`src/rtl/hazard_stall_ctrl_if.sv`:
```
// Pipeline-to-hazard-controller signal bundle: the pipeline (master) reports ID/EX
// instruction info; the controller (slave) returns stage enables, flushes and counters.
interface hazard_stall_ctrl_if #(
    parameter int REG_AW = 5
);
    logic [REG_AW-1:0] id_rs;
    logic [REG_AW-1:0] id_rt;
    logic              id_use_rs;
    logic              id_use_rt;
    logic              id_is_md;
    logic              id_jump;
    logic              ex_mem_read;
    logic [REG_AW-1:0] ex_rd;
    logic              ex_branch_taken;
    logic              pc_we;
    logic              if_id_we;
    logic              if_id_clr;
    logic              id_ex_clr;
    logic              md_busy;
    logic [15:0]       stall_cnt;
    logic [15:0]       flush_cnt;
    logic              md_state;   // debug view of the mul/div FSM: 1 = BUSY

    modport master (
        output id_rs, id_rt, id_use_rs, id_use_rt, id_is_md, id_jump,
               ex_mem_read, ex_rd, ex_branch_taken,
        input  pc_we, if_id_we, if_id_clr, id_ex_clr, md_busy,
               stall_cnt, flush_cnt, md_state
    );

    modport slave (
        input  id_rs, id_rt, id_use_rs, id_use_rt, id_is_md, id_jump,
               ex_mem_read, ex_rd, ex_branch_taken,
        output pc_we, if_id_we, if_id_clr, id_ex_clr, md_busy,
               stall_cnt, flush_cnt, md_state
    );
endinterface

```
`src/rtl/hazard_stall_ctrl.sv`:
```
// Hazard/stall controller for the 5-stage pipeline: load-use and mul/div structural
// stalls, branch/jump flushes, plus saturating stall and flush event counters.
module hazard_stall_ctrl #(
    parameter int MD_LATENCY = 4,
    parameter int REG_AW     = 5
) (
    input  logic                 clk,
    input  logic                 rst,
    hazard_stall_ctrl_if.slave   bus
);
    typedef enum logic {IDLE = 1'b0, BUSY = 1'b1} md_state_t;

    localparam logic [3:0] MD_LOAD = 4'(MD_LATENCY - 1);

    md_state_t   state_q, state_d;
    logic [3:0]  md_cnt_q, md_cnt_d;
    logic [15:0] stall_cnt_q, flush_cnt_q;
    logic        busy_int, lu, mds, stall, accept;
    logic        stall_inc, flush_inc;

    always_comb begin
        state_d  = state_q;
        md_cnt_d = md_cnt_q;
        busy_int = (state_q == BUSY);

        lu = bus.ex_mem_read && (bus.ex_rd != REG_AW'(0)) &&
             ((bus.id_use_rs && (bus.id_rs == bus.ex_rd)) ||
              (bus.id_use_rt && (bus.id_rt == bus.ex_rd)));
        mds    = busy_int && bus.id_is_md;
        stall  = lu || mds;
        accept = bus.id_is_md && !bus.ex_branch_taken && !stall;

        // A taken branch never aborts BUSY: the mul/div is older than the branch.
        case (state_q)
            IDLE: begin
                if (accept) begin
                    state_d  = BUSY;
                    md_cnt_d = MD_LOAD;
                end
            end
            BUSY: begin
                if (md_cnt_q == 4'd0) state_d = IDLE;
                else                  md_cnt_d = md_cnt_q - 4'd1;
            end
            default: state_d = IDLE;
        endcase

        bus.pc_we     = 1'b1;
        bus.if_id_we  = 1'b1;
        bus.if_id_clr = 1'b0;
        bus.id_ex_clr = 1'b0;
        if (rst) begin
            bus.pc_we     = 1'b0;
            bus.if_id_we  = 1'b0;
            bus.if_id_clr = 1'b1;
            bus.id_ex_clr = 1'b1;
        end else if (bus.ex_branch_taken) begin
            bus.if_id_clr = 1'b1;
            bus.id_ex_clr = 1'b1;
        end else if (stall) begin
            // A jump waiting in ID is simply held along with everything else.
            bus.pc_we     = 1'b0;
            bus.if_id_we  = 1'b0;
            bus.id_ex_clr = 1'b1;
        end else if (bus.id_jump) begin
            bus.if_id_clr = 1'b1;
        end

        stall_inc     = !rst && !bus.ex_branch_taken && stall;
        flush_inc     = !rst && (bus.ex_branch_taken || (bus.id_jump && !stall));
        bus.md_busy   = busy_int && !rst;
        bus.md_state  = busy_int;
        bus.stall_cnt = stall_cnt_q;
        bus.flush_cnt = flush_cnt_q;
    end

    always_ff @(posedge clk) begin
        if (rst) begin
            state_q     <= IDLE;
            md_cnt_q    <= 4'd0;
            stall_cnt_q <= 16'd0;
            flush_cnt_q <= 16'd0;
        end else begin
            state_q  <= state_d;
            md_cnt_q <= md_cnt_d;
            if (stall_inc && (stall_cnt_q != 16'hFFFF)) stall_cnt_q <= stall_cnt_q + 16'd1;
            if (flush_inc && (flush_cnt_q != 16'hFFFF)) flush_cnt_q <= flush_cnt_q + 16'd1;
        end
    end
endmodule

```
`src/flat_wrapper.sv`:
```
// flat-port wrapper written by rule: the top's interface ports become plain ports
module hazard_stall_ctrl_flat 
#(
    parameter int MD_LATENCY = 4,
    parameter int REG_AW     = 5
)
  (clk, rst, bus_id_rs, bus_id_rt, bus_id_use_rs, bus_id_use_rt, bus_id_is_md, bus_id_jump, bus_ex_mem_read, bus_ex_rd, bus_ex_branch_taken, bus_pc_we, bus_if_id_we, bus_if_id_clr, bus_id_ex_clr, bus_md_busy, bus_stall_cnt, bus_flush_cnt, bus_md_state);
  hazard_stall_ctrl_if #(.REG_AW(REG_AW)) bus_i ();
  input  logic clk;
  input  logic rst;
  input wire logic [$bits(bus_i.id_rs)-1:0] bus_id_rs;
  input wire logic [$bits(bus_i.id_rt)-1:0] bus_id_rt;
  input wire logic [$bits(bus_i.id_use_rs)-1:0] bus_id_use_rs;
  input wire logic [$bits(bus_i.id_use_rt)-1:0] bus_id_use_rt;
  input wire logic [$bits(bus_i.id_is_md)-1:0] bus_id_is_md;
  input wire logic [$bits(bus_i.id_jump)-1:0] bus_id_jump;
  input wire logic [$bits(bus_i.ex_mem_read)-1:0] bus_ex_mem_read;
  input wire logic [$bits(bus_i.ex_rd)-1:0] bus_ex_rd;
  input wire logic [$bits(bus_i.ex_branch_taken)-1:0] bus_ex_branch_taken;
  output wire logic [$bits(bus_i.pc_we)-1:0] bus_pc_we;
  output wire logic [$bits(bus_i.if_id_we)-1:0] bus_if_id_we;
  output wire logic [$bits(bus_i.if_id_clr)-1:0] bus_if_id_clr;
  output wire logic [$bits(bus_i.id_ex_clr)-1:0] bus_id_ex_clr;
  output wire logic [$bits(bus_i.md_busy)-1:0] bus_md_busy;
  output wire logic [$bits(bus_i.stall_cnt)-1:0] bus_stall_cnt;
  output wire logic [$bits(bus_i.flush_cnt)-1:0] bus_flush_cnt;
  output wire logic [$bits(bus_i.md_state)-1:0] bus_md_state;
  assign bus_i.id_rs = bus_id_rs;
  assign bus_i.id_rt = bus_id_rt;
  assign bus_i.id_use_rs = bus_id_use_rs;
  assign bus_i.id_use_rt = bus_id_use_rt;
  assign bus_i.id_is_md = bus_id_is_md;
  assign bus_i.id_jump = bus_id_jump;
  assign bus_i.ex_mem_read = bus_ex_mem_read;
  assign bus_i.ex_rd = bus_ex_rd;
  assign bus_i.ex_branch_taken = bus_ex_branch_taken;
  assign bus_pc_we = bus_i.pc_we;
  assign bus_if_id_we = bus_i.if_id_we;
  assign bus_if_id_clr = bus_i.if_id_clr;
  assign bus_id_ex_clr = bus_i.id_ex_clr;
  assign bus_md_busy = bus_i.md_busy;
  assign bus_stall_cnt = bus_i.stall_cnt;
  assign bus_flush_cnt = bus_i.flush_cnt;
  assign bus_md_state = bus_i.md_state;
  hazard_stall_ctrl #(.MD_LATENCY(MD_LATENCY), .REG_AW(REG_AW)) u_core (.clk(clk), .rst(rst), .bus(bus_i));
endmodule
```
`config.mk`:
```
export PLATFORM = sky130hd
export DESIGN_NAME = hazard_stall_ctrl_flat
export DESIGN_NICKNAME = d
export VERILOG_FILES = /design/src/rtl/hazard_stall_ctrl_if.sv /design/src/rtl/hazard_stall_ctrl.sv /design/src/flat_wrapper.sv
export SDC_FILE = /design/constraint.sdc
export NUM_CORES = 1
export LEC_CHECK = 0
export CAP_MARGIN = 20
export CORE_UTILIZATION = 40
export DETAILED_ROUTE_END_ITERATION = 16
export PLACE_DENSITY = 0.69
export SLEW_MARGIN = 10
export SYNTH_ARGS = -nofsm -noshare
export SYNTH_HDL_FRONTEND = slang
export SYNTH_SLANG_ARGS = --single-unit
```
`constraint.sdc`:
```
create_clock -name clk -period 2.5 [get_ports clk]
set_input_delay 0.5 -clock clk [delete_from_list [all_inputs] [get_ports clk]]
set_output_delay 0.5 -clock clk [all_outputs]
set_load 0.01 [all_outputs]
```
; Word level (Yosys, flattened, before mapping)
; Index checks and enable logic that the tools add are counted.
; Widths: inputs -> output; s select.
[word_totals]
ff_bits = 37
out_inout_bits = 38
wordCells = 53
[classes]
bitwise_logic = 1
eq_ne = 6
mux = 16
n_reduce_logical = 23
add_sub_neg = 3
[ops]
columns = operator, n
row1 = $add 16x1->16 const B, 2
row2 = $ne 16x16->1 const B, 2
row3 = $logic_and 1x1->1, 14
row4 = $mux 1, 12
row5 = $eq 5x5->1, 2
row6 = $mux 4, 2
row7 = $pmux 4 s2, 1
row8 = $reduce_bool 5->1, 1
row9 = $logic_not 4->1, 1
row10 = $sub 4x1->4 const B, 1
row11 = $logic_not 1->1, 3
row12 = $logic_or 1x1->1, 3
row13 = $ne 2x1->1 const B, 1
row14 = $ne 2x2->1 const B, 1
row15 = $pmux 1 s2, 1
row16 = $reduce_and 2->1, 1
row17 = $not 1->1, 1

; Logic depth before layout (Yosys ltp)
[depth]
depth_word = 10
mapped_depth = 8
depth_no_buf = 7

; Worst setup path before layout
; No wires, ideal clock.
[synth_timing]
path_type = input to output
start = input port bus_ex_rd[0]
end = output port bus_pc_we
cell_stages = 6
slack_ns = -0.054
arrival_ns = 2.054
n_path_buf = 1
required_time_ns = 2.000
path_cell_list = or4_4 > o21a_1 > a21boi_0 > nor2_1 > nor2_1 > buf_4
[synth_via]
elab_chain_cells = 8
word_cells_on_any_way = 12
cone_classes = 2 x eq/ne / 3 x mux / 7 x reduce/logical
[synth_lines]
columns = item, line_no
row1 = start: declaration, flat_wrapper.sv:18  ; input wire logic [$bits(bus_i.ex_rd)-1:0] bus_ex_rd;
row2 = "$eq 5x5->1, on equally long branches", "hazard_stall_ctrl.sv:27, hazard_stall_ctrl.sv:28"
row3 = "$logic_and 1x1->1, on equally long branches", "hazard_stall_ctrl.sv:27, hazard_stall_ctrl.sv:28"
row4 = $logic_or 1x1->1, hazard_stall_ctrl.sv:27  ; ((bus.id_use_rs && (bus.id_rs == bus.ex_rd)) ||
row5 = $logic_and 1x1->1 (*), hazard_stall_ctrl.sv:26  ; lu = bus.ex_mem_read && (bus.ex_rd != REG_AW'(0)) &&
row6 = $logic_or 1x1->1 (*), hazard_stall_ctrl.sv:30  ; stall = lu || mds;
row7 = $mux 1 (*) (3 in series), --
row8 = end: declaration, flat_wrapper.sv:20  ; output wire logic [$bits(bus_i.pc_we)-1:0] bus_pc_we;
; Every way passes the cells marked *; elsewhere a longest branch is shown, timed or not.

; Worst setup path after layout
[layout_timing]
start = input port bus_id_rt[0]
end = output port bus_if_id_clr
[layout_via]
elab_chain_cells = 8
[layout_lines]
columns = item, line_no
row1 = start: declaration, flat_wrapper.sv:12  ; input wire logic [$bits(bus_i.id_rt)-1:0] bus_id_rt;
row2 = $eq 5x5->1, hazard_stall_ctrl.sv:28  ; (bus.id_use_rt && (bus.id_rt == bus.ex_rd)));
row3 = $logic_and 1x1->1, hazard_stall_ctrl.sv:28
row4 = $logic_or 1x1->1, hazard_stall_ctrl.sv:27
row5 = $logic_and 1x1->1, hazard_stall_ctrl.sv:26
row6 = $logic_or 1x1->1, hazard_stall_ctrl.sv:30
row7 = $mux 1, hazard_stall_ctrl.sv:60  ; end else if (stall) begin
row8 = $mux 1, hazard_stall_ctrl.sv:57  ; end else if (bus.ex_branch_taken) begin
row9 = $mux 1, hazard_stall_ctrl.sv:52  ; if (rst) begin
row10 = end: declaration, flat_wrapper.sv:22  ; output wire logic [$bits(bus_i.if_id_clr)-1:0] bus_if_id_clr;
; No other way between the ends.

==> metrics <==
outcome=complete, no violations; CP top delay family=buffers and inverters; Seq/Total Area, Yosys=around a third; pre-CTS setup slack=-712.7 ps; total routed wirelength=5.182 mm; Die W=74.62 µm; Final setup viols=0; Flop pwr share=50.1%; crit-path cells=clkdlybuf4s50_1 -> xnor2_2 -> nand4_1 -> o22ai_2 -> a21boi_2 -> nand2_1 -> nand2_1 -> dlygate4sd2_1; wire per inst=around 13 µm; drt drc=0; worst path required time=2000 ps; top_reg_cell synth=dfxtp_1; sw power=about 310 µW; crit start category=input port; Clock Power Share=33.0%; VDD IR max=~0.25 mV; slack of the critical path=15.16 ps; P_int=just over 900 µW; first-pass GRT wire length=~8.1 mm; # diodes=0; Fin. Hold Viols=0; Power, Total=1.214 mW; worst path bufs/invs=2; kind of critical path=input port to output port; Net Sw Frac=25.42%; Lkg Pwr=1.205 nW; Clock Latency Late Sink=about 280 ps; post-synth net total=268; crit path max fanout=3; mean post-synth cell area=8.717 µm²; Core Region=5107 µm²; Mapped Area=2110 µm²; EDFF count, synth=0; Root Buffer=clkbuf_8; Yosys warning count=0; Clock Pin Slew Worst Setup and Hold Paths=70 ps; IO buf count=60; via/cell ratio=5.156; final worst-path cycle share=99.39%; number of library cell types mapped by synthesis=53; num rows=26; # placed instances=around 390; CP Capture Type=output port; worst hold path type=register to register; Worst Path Arrival=around 2000 ps; CTS Hold Bufs=0; Final Util=60.34%; Top cell by count, worst path=nand2_1; Max Buffers Root-to-Sink=2; clk sinks=37; max_cap viols=0; CTS tree=built; Gate power share=between 10% and 20%; Final ANT Viol Nets=0; max incr delay on CP=510 ps; ratio of cells with drive above 1 in the final layout=between 20 and 25%; total die area=5568 µm²; power density over the cells=394.0 nW/µm²; final net count=360; routability cong.=0.8177; Layout Cells excl Fill=around 410; CTS HTree Levels=2; #FFs+latches synth=37; HPWL after DPL=about 3.8 mm; Starting Density=approximately two fifths; DIE HEIGHT=74.62 µm; fillers=483; Syn Inst Count=242; Worst path slowest cell=clkdlybuf4s50_1; total number of vias=2088; Slew @ Worst Pin=between 500 and 600 ps; synth-to-layout area growth=46.09%; antenna violations before repair=0; number of global-route vias before repair=1884; DRT Pass-1 Iters=4; Num CTS Buffers=5; Max Freq=402.4 MHz; pin count of the biggest net entering global routing=23; aggregate global-route resource usage=18.72%; 1st-iter DRT viols=83; Final Critical Period=approximately 2500 ps; io pins=61; Slew Limit Fails=0; clock skew=around 4.5 ps; GRT overflow=0; async set or reset register ratio after synthesis=0%; Worst slew margin=65.51%
[repair_timing]
action | in CTS | in global routing
buffers inserted | 3 | 3
resized for setup | 25 | 10
pin swaps | 5 | 10
setup endpoints to repair | 4 | 4
[through the flow]
stage	hold WS, ps	setup TNS, ps	instance area [µm²]
global route	532.0	-226.7	3082
detailed placement	486.7	-5594	2950
CTS	503.8	0	3042
global placement	479.3	-5292	2950
finish	497.9	0	3082
floorplan	460.3	0	2110
[logic make-up (layout without fill, tap and decap cells)]
logic type | Yosys count | after routing | synth area share, %
AOI/OAI and AO/OA | 41 | 41 | 15.66
xor gates and xnor gates | 19 | 19 | 7.889
adders and majority gates | 3 | 3 | 1.780
buffers and inverters | 11 | 104 | 2.906
DFF | 37 | 37 | 35.11
muxes | 12 | 12 | 6.050
and+or+nand+nor | 119 | 119 | 30.61
[cell usage in the layout (no fill, tap or decap), drive strengths merged, types with 4 or more instances in the layout]
master         synthesis  layout
and3                  11      11
nand4                 11      11
or4                    6       6
dfxtp                 37      37
nand2                 22      22
and2                   4       4
buf                    3      38
clkbuf                 4       7
nand3                 11      11
nor2                  26      26
nor2b                 10      10
dlymetal6s2s           0       4
xor2                   5       5
mux2i                  6       6
o31ai                  7       7
nand2b                 6       6
a21oi                 11      11
mux2                   6       6
clkdlybuf4s50          0      47
xnor2                 14      14
o21ai                  5       5
[routing by layer]
metal | global-route usage [%] | up-vias | wire length [µm] | share of wire [%]
li1 | - | 1060 | - | -
met2 | 32.63 | 51 | 2398 | 46
met1 | 23.49 | 973 | 2467 | 48
met3 | 4.284 | 4 | 274 | 5.3
met5 | 0 | - | 0 | 0
met4 | 4.403 | 0 | 41 | 0.79
[worst min-delay path, cell delays in order (launching register included)]
cell	delay, ps
dfxtp_1	340
o31ai_1	70
a21oi_1	50
[synth_stat cells, drive strengths merged (2+ instances only)]
| master | instances | share of area, % |
|---|---|---|
| mux2 | 6 | 3.2 |
| mux2i | 6 | 2.8 |
| clkbuf | 4 | 0.71 |
| nand4 | 11 | 3.3 |
| nor2b | 10 | 3.0 |
| nor2 | 26 | 4.6 |
| and3 | 11 | 3.5 |
| nor3 | 2 | 0.47 |
| or3 | 2 | 0.59 |
| ha | 3 | 1.8 |
| dfxtp | 37 | 35 |
| a41o | 2 | 0.95 |
| o221ai | 2 | 1.1 |
| xor2 | 5 | 2.1 |
| or4 | 6 | 2.3 |
| nand2 | 22 | 4.0 |
| o21ai | 5 | 1.7 |
| nand3 | 11 | 2.8 |
| o31ai | 7 | 2.5 |
| a21oi | 11 | 3.3 |
| and4 | 2 | 0.89 |
| a221oi | 2 | 1.7 |
| nand2b | 6 | 1.8 |
| or2 | 3 | 0.89 |
| nor4b | 2 | 0.83 |
| a31oi | 2 | 0.59 |
| a211oi | 2 | 0.71 |
| inv | 3 | 0.53 |
| buf | 3 | 1.2 |
| and2 | 4 | 1.2 |
| a21boi | 2 | 0.71 |
| xnor2 | 14 | 5.8 |
[state kept, by name, indices dropped and copies added, names as in the netlist]
register              flops
u_core.bus.md_state       1
u_core.bus.flush_cnt     16
u_core.md_cnt_q           4
u_core.bus.stall_cnt     16
[final cells by class]
type	count	area [µm²]	share of cell area [%]
multi-input cells	194	1328	43.08
well taps	70	87.58	2.842
inverters	3	11.26	0.3654
clock buffers	6	72.57	2.355
flip-flops and latches	37	740.7	24.04
clock inverters	2	10.01	0.3248
repair buffers	93	832.0	27.00
[power groups by stage]
stage | logic (mW) | clock network (mW) | registers (mW)
4_1_cts | 0.200 | 0.418 | 0.608
3_3_place_gp | 0.197 | 0 | 0.622
5_1_grt | 0.224 | 0.449 | 0.610
6_report | 0.205 | 0.401 | 0.609
3_5_place_dp | 0.200 | 0 | 0.622
2_1_floorplan | 0.0919 | 0 | 0.623
[final timing paths]
path,from,endpoint,slack (ps),depth (start not counted)
hold reg to reg,u_core.bus.stall_cnt[11],u_core.bus.stall_cnt[11],500,2
setup / recovery,bus_id_rt[0],bus_if_id_clr,20,8
setup reg to reg,u_core.bus.flush_cnt[0],u_core.bus.flush_cnt[13],340,7
hold / removal,u_core.bus.stall_cnt[11],u_core.bus.stall_cnt[11],500,2
(Power assumes the default switching activity.)
